==> config.mk <==
export PLATFORM = sky130hd
export DESIGN_NAME = stepper_ctrl
export DESIGN_NICKNAME = d
export VERILOG_FILES = /design/src/rtl/stepper_ctrl.sv
export SDC_FILE = /design/constraint.sdc
export NUM_CORES = 1
export LEC_CHECK = 0
export ABC_AREA = 1
export CORE_UTILIZATION = 55
export CTS_BUF_LIST = sky130_fd_sc_hd__clkbuf_4
export CTS_CLUSTER_SIZE = 25
export DETAILED_ROUTE_END_ITERATION = 7
export DONT_BUFFER_PORTS = 1
export GPL_ROUTABILITY_DRIVEN = 0
export PLACE_DENSITY = 0.7
export SLEW_MARGIN = 25
export SYNTH_ARGS = -nofsm -noshare
export SYNTH_HDL_FRONTEND = slang
export SYNTH_SLANG_ARGS = --single-unit
==> constraint.sdc <==
create_clock -name clock -period 2.5 [get_ports clock]
set_input_delay 0.5 -clock clock [delete_from_list [all_inputs] [get_ports clock]]
set_output_delay 0.5 -clock clock [all_outputs]
set_load 0.01 [all_outputs]
==> src/rtl/stepper_ctrl.sv <==
// Multi-channel stepper pulse generator: per-channel MOVE/STOP commands over valid/ready,
// producing step trains with programmable half-period, step count and direction setup delay.
module stepper_ctrl #(
   parameter  int NUM_CH    = 2,
   parameter  int CNT_W     = 18,
   parameter  int STEP_W    = 16,
   parameter  int SETUP_CYC = 4,
   localparam int CH_W      = (NUM_CH > 1) ? $clog2(NUM_CH) : 1
) (
   input  logic              clock,
   input  logic              reset,
   input  logic              cmd_valid,
   output logic              cmd_ready,
   input  logic [CH_W-1:0]   cmd_ch,
   input  logic [1:0]        cmd_op,
   input  logic              cmd_dir,
   input  logic [STEP_W-1:0] cmd_steps,
   input  logic [CNT_W-1:0]  cmd_half_period,
   output logic [NUM_CH-1:0] step_out,
   output logic [NUM_CH-1:0] dir_out,
   output logic [NUM_CH-1:0] motor_on,
   output logic [NUM_CH-1:0] busy,
   output logic [NUM_CH-1:0] done
);

   localparam int SW = $clog2(SETUP_CYC + 1);
   localparam logic [1:0] OP_MOVE = 2'b01;
   localparam logic [1:0] OP_STOP = 2'b10;

   typedef enum logic [1:0] {IDLE, SETUP, HIGH, LOW} state_t;

   logic accept;

   // Only a MOVE to an existing busy channel is back-pressured.
   always_comb begin
      cmd_ready = 1'b1;
      if (cmd_op == OP_MOVE) begin
         for (int unsigned i = 0; i < NUM_CH; i++) begin
            if (cmd_ch == CH_W'(i)) cmd_ready = !busy[i];
         end
      end
   end

   assign accept = cmd_valid && cmd_ready;

   for (genvar g = 0; g < NUM_CH; g++) begin : g_ch
      state_t            state, state_n;
      logic [CNT_W-1:0]  cnt, cnt_n, half, half_n;
      logic [SW-1:0]     scnt, scnt_n;
      logic [STEP_W-1:0] rem, rem_n;
      logic              cont, cont_n, dir, dir_n, done_r, done_n;
      logic              move_hit, stop_hit;

      assign move_hit = accept && (cmd_op == OP_MOVE) && (cmd_ch == CH_W'(g));
      assign stop_hit = accept && (cmd_op == OP_STOP) && (cmd_ch == CH_W'(g));

      always_ff @(posedge clock) begin
         if (!reset) begin
            state  <= IDLE;
            cnt    <= '0;
            half   <= '0;
            scnt   <= '0;
            rem    <= '0;
            cont   <= 1'b0;
            dir    <= 1'b0;
            done_r <= 1'b0;
         end else begin
            state  <= state_n;
            cnt    <= cnt_n;
            half   <= half_n;
            scnt   <= scnt_n;
            rem    <= rem_n;
            cont   <= cont_n;
            dir    <= dir_n;
            done_r <= done_n;
         end
      end

      always_comb begin
         state_n = state;
         cnt_n   = cnt;
         half_n  = half;
         scnt_n  = scnt;
         rem_n   = rem;
         cont_n  = cont;
         dir_n   = dir;
         done_n  = 1'b0;
         if (move_hit) begin
            state_n = SETUP;
            cnt_n   = '0;
            scnt_n  = '0;
            rem_n   = cmd_steps;
            cont_n  = (cmd_steps == '0);
            half_n  = (cmd_half_period == '0) ? CNT_W'(1) : cmd_half_period;
            dir_n   = cmd_dir;
         end else if (stop_hit && state != IDLE) begin
            state_n = IDLE;
            done_n  = 1'b1;
         end else begin
            case (state)
               SETUP: begin
                  if (scnt == SW'(SETUP_CYC - 1)) begin
                     state_n = HIGH;
                     cnt_n   = '0;
                  end else begin
                     scnt_n = scnt + SW'(1);
                  end
               end
               HIGH: begin
                  if (cnt == half - CNT_W'(1)) begin
                     state_n = LOW;
                     cnt_n   = '0;
                  end else begin
                     cnt_n = cnt + CNT_W'(1);
                  end
               end
               LOW: begin
                  if (cnt == half - CNT_W'(1)) begin
                     cnt_n = '0;
                     // rem==0 on a counted move cannot occur; treating it as final keeps the count saturated.
                     if (!cont && rem <= STEP_W'(1)) begin
                        state_n = IDLE;
                        done_n  = 1'b1;
                     end else begin
                        state_n = HIGH;
                        if (!cont) rem_n = rem - STEP_W'(1);
                     end
                  end else begin
                     cnt_n = cnt + CNT_W'(1);
                  end
               end
               default: ;
            endcase
         end
      end

      assign step_out[g] = (state == HIGH);
      assign busy[g]     = (state != IDLE);
      assign motor_on[g] = (state != IDLE);
      assign done[g]     = done_r;
      assign dir_out[g]  = dir;
   end

endmodule

==> summary.md, run 1 <==
| Metric | Value |
|---|---|
| Outcome | `complete, no violations` |
| Worst-Skew Late Latency | `0.56 ns` |
| Nets | `1325` |
| Number of global-route vias before repair | `6767` |
| Width of the die | `123 um` |
| Vias | `7823` |
| Congestion Overflow GR | `0` |
| Register area share after synthesis | `30.0%` |
| Primary FF master, synth | `dfxtp_1` |
| Total GRT Usage | `27.4%` |
| Initial Utilization | `57.0%` |
| Post-Syn Instances | `1252` |
| Crit start category | `flop` |
| CP Launch Point | `g_ch[1].half[0]` |
| Final hold vios | `0` |
| Cell Pwr Density | `490 nW/um^2` |
| Critical Path AT | `2.87 ns` |
| Sink Count | `120` |
| Number of library cell types mapped by synthesis | `45` |
| Total Power | `0.00428 W` |
| Leak | `4.03 nW` |
| Post-synth top area share | `30.0%` |
| Least-Margin Pin Slew | `0.600 ns` |
| Largest net degree at the start of global routing | `49` |
| Pins Over Slew Limit | `0` |
| Clk_skew | `0.0261 ns` |
| Most used cell, CP | `nor2_4` |
| Reg clk slew, reported paths | `0.13 ns` |
| Flops & latches, synth | `120` |
| Register area | `2410 um^2` |
| CTS tree | `yes` |
| Fillers | `1350` |
| Syn Nets | `1305` |
| CP max FO | `6` |
| Max-slew headroom | `59.9%` |
| CP top delay family | `simple AND/OR/NAND/NOR gates` |
| Final HPWL DP | `15000 um` |
| Commonest cells post-synth | `nand2_1 (294), nor2_1 (179), inv_1 (155)` |
| Final min period | `2.38 ns` |
| CP max stage delay | `0.35 ns` |
| Core box area | `14000 um^2` |
| Cell with the most instances after synthesis | `nand2_1` |
| Root Driver | `clkbuf_4` |
| Hold EP | `g_ch[1].rem[9]` |
| Max Cap Viol | `0` |
| Multi-input logic area | `4910 um^2` |
| Flop-to-flop setup slack | `0.12 ns` |
| Post-Route Setup TNS | `0 ns` |
| Hold WS | `0.0439 ns` |
| Reg2reg start | `g_ch[1].half[0]` |
| Worst hold path startpoint | `reset` |
| Share of layout cells above drive strength 1 | `12.2%` |
| CP Buf/Inv Count | `3` |
| Area delta synth->final | `9.26%` |
| CTS Hold Bufs | `0` |
| Hold crit path type | `input pin to flop` |
| F_max | `420 MHz` |
| Via-per-instance ratio | `5.34` |
| DR iter-0 viols | `464` |
| H-tree levels | `4` |
| Leading area contributor after synthesis | `dfxtp_1` |
| Total CTS buffers | `17` |
| Post-route ant nets | `0` |
| Slowest CP cell | `dfxtp_2` |
| FFs w/ async S/R, synth | `0%` |
| Critical path cell sequence | `inv_4 > ha_4 > nand3_4 > nor2_4 > buf_4 > xor2_1 > nand3_2 > nor2_4 > nand4_4 > nand2_8 > buf_6 > nand2_2 > a21oi_2` |
| Crit end category | `flop` |
| First-pass GRT wire length | `32300 um` |
| Crit path required time | `2.99 ns` |
| Total length of routed wires | `20100 um` |
| Syn Area/Cell | `6.39 um^2` |
| Clock Path Buffers | `2` |
| Boundary Pins | `52` |
| Period utilization | `95.2%` |
| Mapped cell area | `8000 um^2` |
| Die area | `15000 um^2` |
| Core Rows | `43` |
| DRC violations left | `0` |
| Number of synthesized flops with an enable pin | `0` |
| Port Buffers | `0` |
| FF-to-FF End | `g_ch[1].rem[13]` |
| YS warnings | `0` |
| Die Y | `123 um` |
| Worst Reg-to-Reg Cells | `13` |
| Initial antenna violation count | `1` |
| DR pass1 iterations | `5` |
| Top post-synthesis cells by area | `dfxtp_1 (30%), nand2_1 (14%), nor2_1 (8.4%)` |
| Worst vdd ir | `0.000244 V` |
| Layout Utilization | `62.3%` |
| Final setup vio count | `0` |
| CP Class | `flop to flop` |
| WHS Path Cells | `2` |
| Routed wire per std cell | `13.7 um` |
## placed cells by master, fill, tap and decap left out, drive strengths merged
cell,n
nand2,315
nor2,196
inv,160
dfxtp,120
nand3,83
o21ai,79
a21oi,75
xor2,56
buf,37
xnor2,25
nor3,25
nand4,24
clkbuf,24
ha,12
nor4,12
clkinv,9
or2,8
nand3b,4
o21a,3
o211ai,3
and2,2
a211oi,2
nor3b,2
clkinvlp,2
diode,1
nor2b,1
o21bai,1
and3,1
or4,1
a41oi,1
o22ai,1
bufinv,1
## how the worst max path moves through the flow
stage / to / cells after the start
final: g_ch[1].rem[13] / 13
after global routing: g_ch[1].rem[3] / 17
after CTS: g_ch[0].rem[4] / 17
after detailed placement: g_ch[0].rem[4] / 17
after global placement: g_ch[0].rem[14] / 17
after floorplan: g_ch[1].cnt[14] / 18
## through the flow
stage / worst slack [ns] / instance area (um^2) / instances
finish: 0.119 / 8740 / 1466
global placement: 0.118 / 8170 / 1412
detailed placement: 0.0196 / 8170 / 1412
floorplan: 0.462 / 8000 / 1252
CTS: 0.0158 / 8420 / 1444
global route: -0.0292 / 8740 / 1466
## worst register-to-register path: stages (launching register included)
cell,delay (ns)
dfxtp_2,0.35
inv_4,0.07
ha_4,0.15
nand3_4,0.09
nor2_4,0.22
buf_4,0.16
xor2_1,0.29
nand3_2,0.14
nor2_4,0.14
nand4_4,0.25
nand2_8,0.19
buf_6,0.13
nand2_2,0.05
a21oi_2,0.10
## cell families after synthesis
kind of cell / count (synthesis) / synth area share [%]
compound gates: 165 / 11.1
xor+xnor: 81 / 8.87
fa+ha+maj: 12 / 1.88
buf+inv: 202 / 10.4
flops: 120 / 30.0
simple gates: 672 / 37.7
## power by group
part           leakage, nW  switching [W]  total (W)  internal (W)
Clock                0.142       0.000750    0.00130      0.000550
Combinational         2.92       0.000618   0.000986      0.000368
Sequential           0.972      0.0000459    0.00200       0.00195
## routing by layer
layer | routed length (um) | part of all wire, % | GRT usage [%] | vias up
met5 | 0 | 0 | 0 | -
met4 | 273 | 1.4 | 7.85 | 0
met3 | 1250 | 6.2 | 5.76 | 24
met2 | 9300 | 46 | 44.1 | 186
met1 | 9260 | 46 | 36.8 | 3585
li1 | - | - | - | 4028
## layout make-up
class	count	area share (%)
Multi-Input combinational cell	932	56.1
Clock buffer	23	1.98
Clock inverter	9	0.887
Timing Repair Buffer	38	3.82
Sequential cell	120	27.5
Tap cell	180	2.58
Inverter	163	7.06
Antenna cell	1	0.0286
## registers in the layout (all words and copies together), names as in the netlist
| name | count |
|---|---|
| g_ch.scnt | 6 |
| g_ch.cont | 2 |
| g_ch.dir | 2 |
| g_ch.half | 36 |
| g_ch.done_r | 2 |
| g_ch.rem | 32 |
| g_ch.state | 4 |
| g_ch.cnt | 36 |
## repair_timing
item,CTS,global route
setup buffers,0,18
endpoints found under the hold margin,0,0
setup endpoints to repair,0,61
gates resized for setup,0,35
Power figures use the tool's default switching activity.
==> inputs of run 2 (changes only) <==
- SETUP_SLACK_MARGIN: default -> 0.2
==> summary.md, run 2 (synthesis gave the netlist of run 1 again) <==
| Metric | Value |
|---|---|
| Final setup vio count | `0 (unchanged)` |
| Die Y | `123 um (unchanged)` |
| Worst-Skew Late Latency | `0.57 ns (was 0.56 ns)` |
| Post-Route Setup TNS | `0 ns (unchanged)` |
| Critical Path AT | `2.80 ns (was 2.87 ns)` |
| Final min period | `2.33 ns (was 2.38 ns)` |
| CP Class | `flop to flop (unchanged)` |
| Largest regs | `g_ch.cnt: 36 flops, g_ch.half: 36 flops, g_ch.rem: 32 flops (unchanged)` |
| Vias | `7920 (was 7823)` |
| Fillers | `1301 (was 1350)` |
| Most frequent cells in the layout | `nand2_1 (283), nor2_1 (163), inv_1 (146) (was nand2_1 (291), nor2_1 (173), inv_1 (154))` |
| Routed wire per std cell | `14.1 um (was 13.7 um)` |
| F_max | `430 MHz (was 420 MHz)` |
| Root Driver | `clkbuf_4 (unchanged)` |
| CP max FO | `6 (unchanged)` |
| DR pass1 iterations | `5 (unchanged)` |
| Initial Utilization | `57.0% (unchanged)` |
| Max-slew headroom | `66.1% (was 59.9%)` |
| Crit path required time | `2.97 ns (was 2.99 ns)` |
| Multi-input logic area | `5190 um^2 (was 4910 um^2)` |
| Initial antenna violation count | `1 (unchanged)` |
| Clock Path Buffers | `2 (unchanged)` |
| Final hold vios | `0 (unchanged)` |
| Sink Count | `120 (unchanged)` |
| Pins Over Slew Limit | `0 (unchanged)` |
| Number of global-route vias before repair | `6837 (was 6767)` |
| Port Buffers | `0 (unchanged)` |
| Final HPWL DP | `15000 um (unchanged)` |
| Total CTS buffers | `17 (unchanged)` |
| Congestion Overflow GR | `0 (unchanged)` |
| Area delta synth->final | `15.4% (was 9.26%)` |
| Least-Margin Pin Slew | `0.503 ns (was 0.600 ns)` |
| Total length of routed wires | `20900 um (was 20100 um)` |
| Crit end category | `flop (unchanged)` |
| Reg clk slew, reported paths | `0.13 ns (about the same)` |
| Post-route ant nets | `0 (unchanged)` |
| Register area | `2420 um^2 (was 2410 um^2)` |
| Period utilization | `93.1% (was 95.2%)` |
| Clk_skew | `0.0235 ns (was 0.0261 ns)` |
| H-tree levels | `4 (unchanged)` |
| Leak | `4.18 nW (was 4.03 nW)` |
| Largest net degree at the start of global routing | `49 (unchanged)` |
| DRC violations left | `0 (unchanged)` |
| Max Cap Viol | `0 (unchanged)` |
| Nets | `1345 (was 1325)` |
| Crit start category | `flop (unchanged)` |
| Via-per-instance ratio | `5.33 (was 5.34)` |
| Core box area | `14000 um^2 (unchanged)` |
| Die area | `15000 um^2 (unchanged)` |
| RSZ-0062 raised after global routing | `yes` |
| Outcome | `complete, no violations (unchanged)` |
| Cell Pwr Density | `474 nW/um^2 (was 490 nW/um^2)` |
| Share of layout cells above drive strength 1 | `18.0% (was 12.2%)` |
| Hold crit path type | `input pin to flop (unchanged)` |
| Core Rows | `43 (unchanged)` |
| Commonest non-fill, non-tap cell in the layout | `nand2_1 (unchanged)` |
| Worst vdd ir | `0.000249 V (was 0.000244 V)` |
| DR iter-0 viols | `465 (was 464)` |
| Boundary Pins | `52 (unchanged)` |
| Width of the die | `123 um (unchanged)` |
| Total Power | `0.00438 W (was 0.00428 W)` |
| Total GRT Usage | `27.7% (was 27.4%)` |
| First-pass GRT wire length | `32600 um (was 32300 um)` |
| CTS tree | `yes (unchanged)` |
-- run 2: changes by cell type in the layout (fill, tap and decap cells not counted), sizes merged --
cell,delta
clkinvlp,+1
nand2,+1
buf,+19
clkinv,-1
-- run 2: final timing paths --
kind	start	endpoint	slack, ns	cells after the start
setup / recovery	g_ch[1].half[0]	g_ch[1].rem[4]	0.17	14
hold / removal	reset	g_ch[1].rem[9]	0.04	2
setup reg to reg	g_ch[1].half[0]	g_ch[1].rem[4]	0.17	14
hold reg to reg	g_ch[0].scnt[2]	g_ch[0].scnt[2]	0.48	2
-- run 2: worst max-delay path, cell delays in order, from the launching register on --
cell,delay [ns]
dfxtp_2,0.37
inv_4,0.05
ha_4,0.26
xor2_1,0.13
nand2_1,0.06
a21oi_1,0.11
nand2_1,0.08
nor2_2,0.13
nand3_1,0.13
nor2_4,0.19
nand4_4,0.21
buf_6,0.19
clkbuf_16,0.16
nand3_1,0.10
a21oi_2,0.06
-- run 2: repair_timing --
action                     in CTS  in global routing
gates resized for setup        12                114
setup buffers                   8                 28
hold buffers                    0                  0
setup endpoints to repair      54                 72
gates cloned                    1                  4
pin swaps                       7                 51
-- run 2: per-stage QoR --
stage	util, %	setup WS (ns)	hold slack, ns	instance area, um^2	cells
after floorplan	-	0.462	0.441	8000	1252
after global placement	58.2	0.118	0.450	8170	1412
after detailed placement	58.2	0.0196	0.458	8170	1412
after CTS	60.8	0.199	0.0200	8530	1453
after global routing	65.8	0.0108	0.0165	9240	1486
final	65.8	0.172	0.0396	9240	1486
-- run 2: area by class of cell --
type                            instances  area share [%]
Sequential cell                       120            26.2
Clock inverter                          9           0.840
Inverter                              163            6.75
Multi-Input combinational cell        933            56.2
Tap cell                              180            2.44
Antenna cell                            1          0.0271
Clock buffer                           23            1.87
Timing Repair Buffer                   57            5.72
-- run 2: power breakdown --
part / switching (W) / internal, W / total (W)
registers: 0.0000490 / 0.00195 / 0.00200
logic: 0.000652 / 0.000416 / 0.00107
clock network: 0.000761 / 0.000550 / 0.00131
-- run 2: layer usage --
layer  share of wire (%)  wire length [um]  vias up  GRT usage [%]
li1                    -                 -     4069              -
met2                  47              9910      208           44.6
met1                  45              9440     3619           37.2
met4                 1.2               261        0           7.70
met5                   0                 0        -              0
met3                 6.3              1320       24           5.76
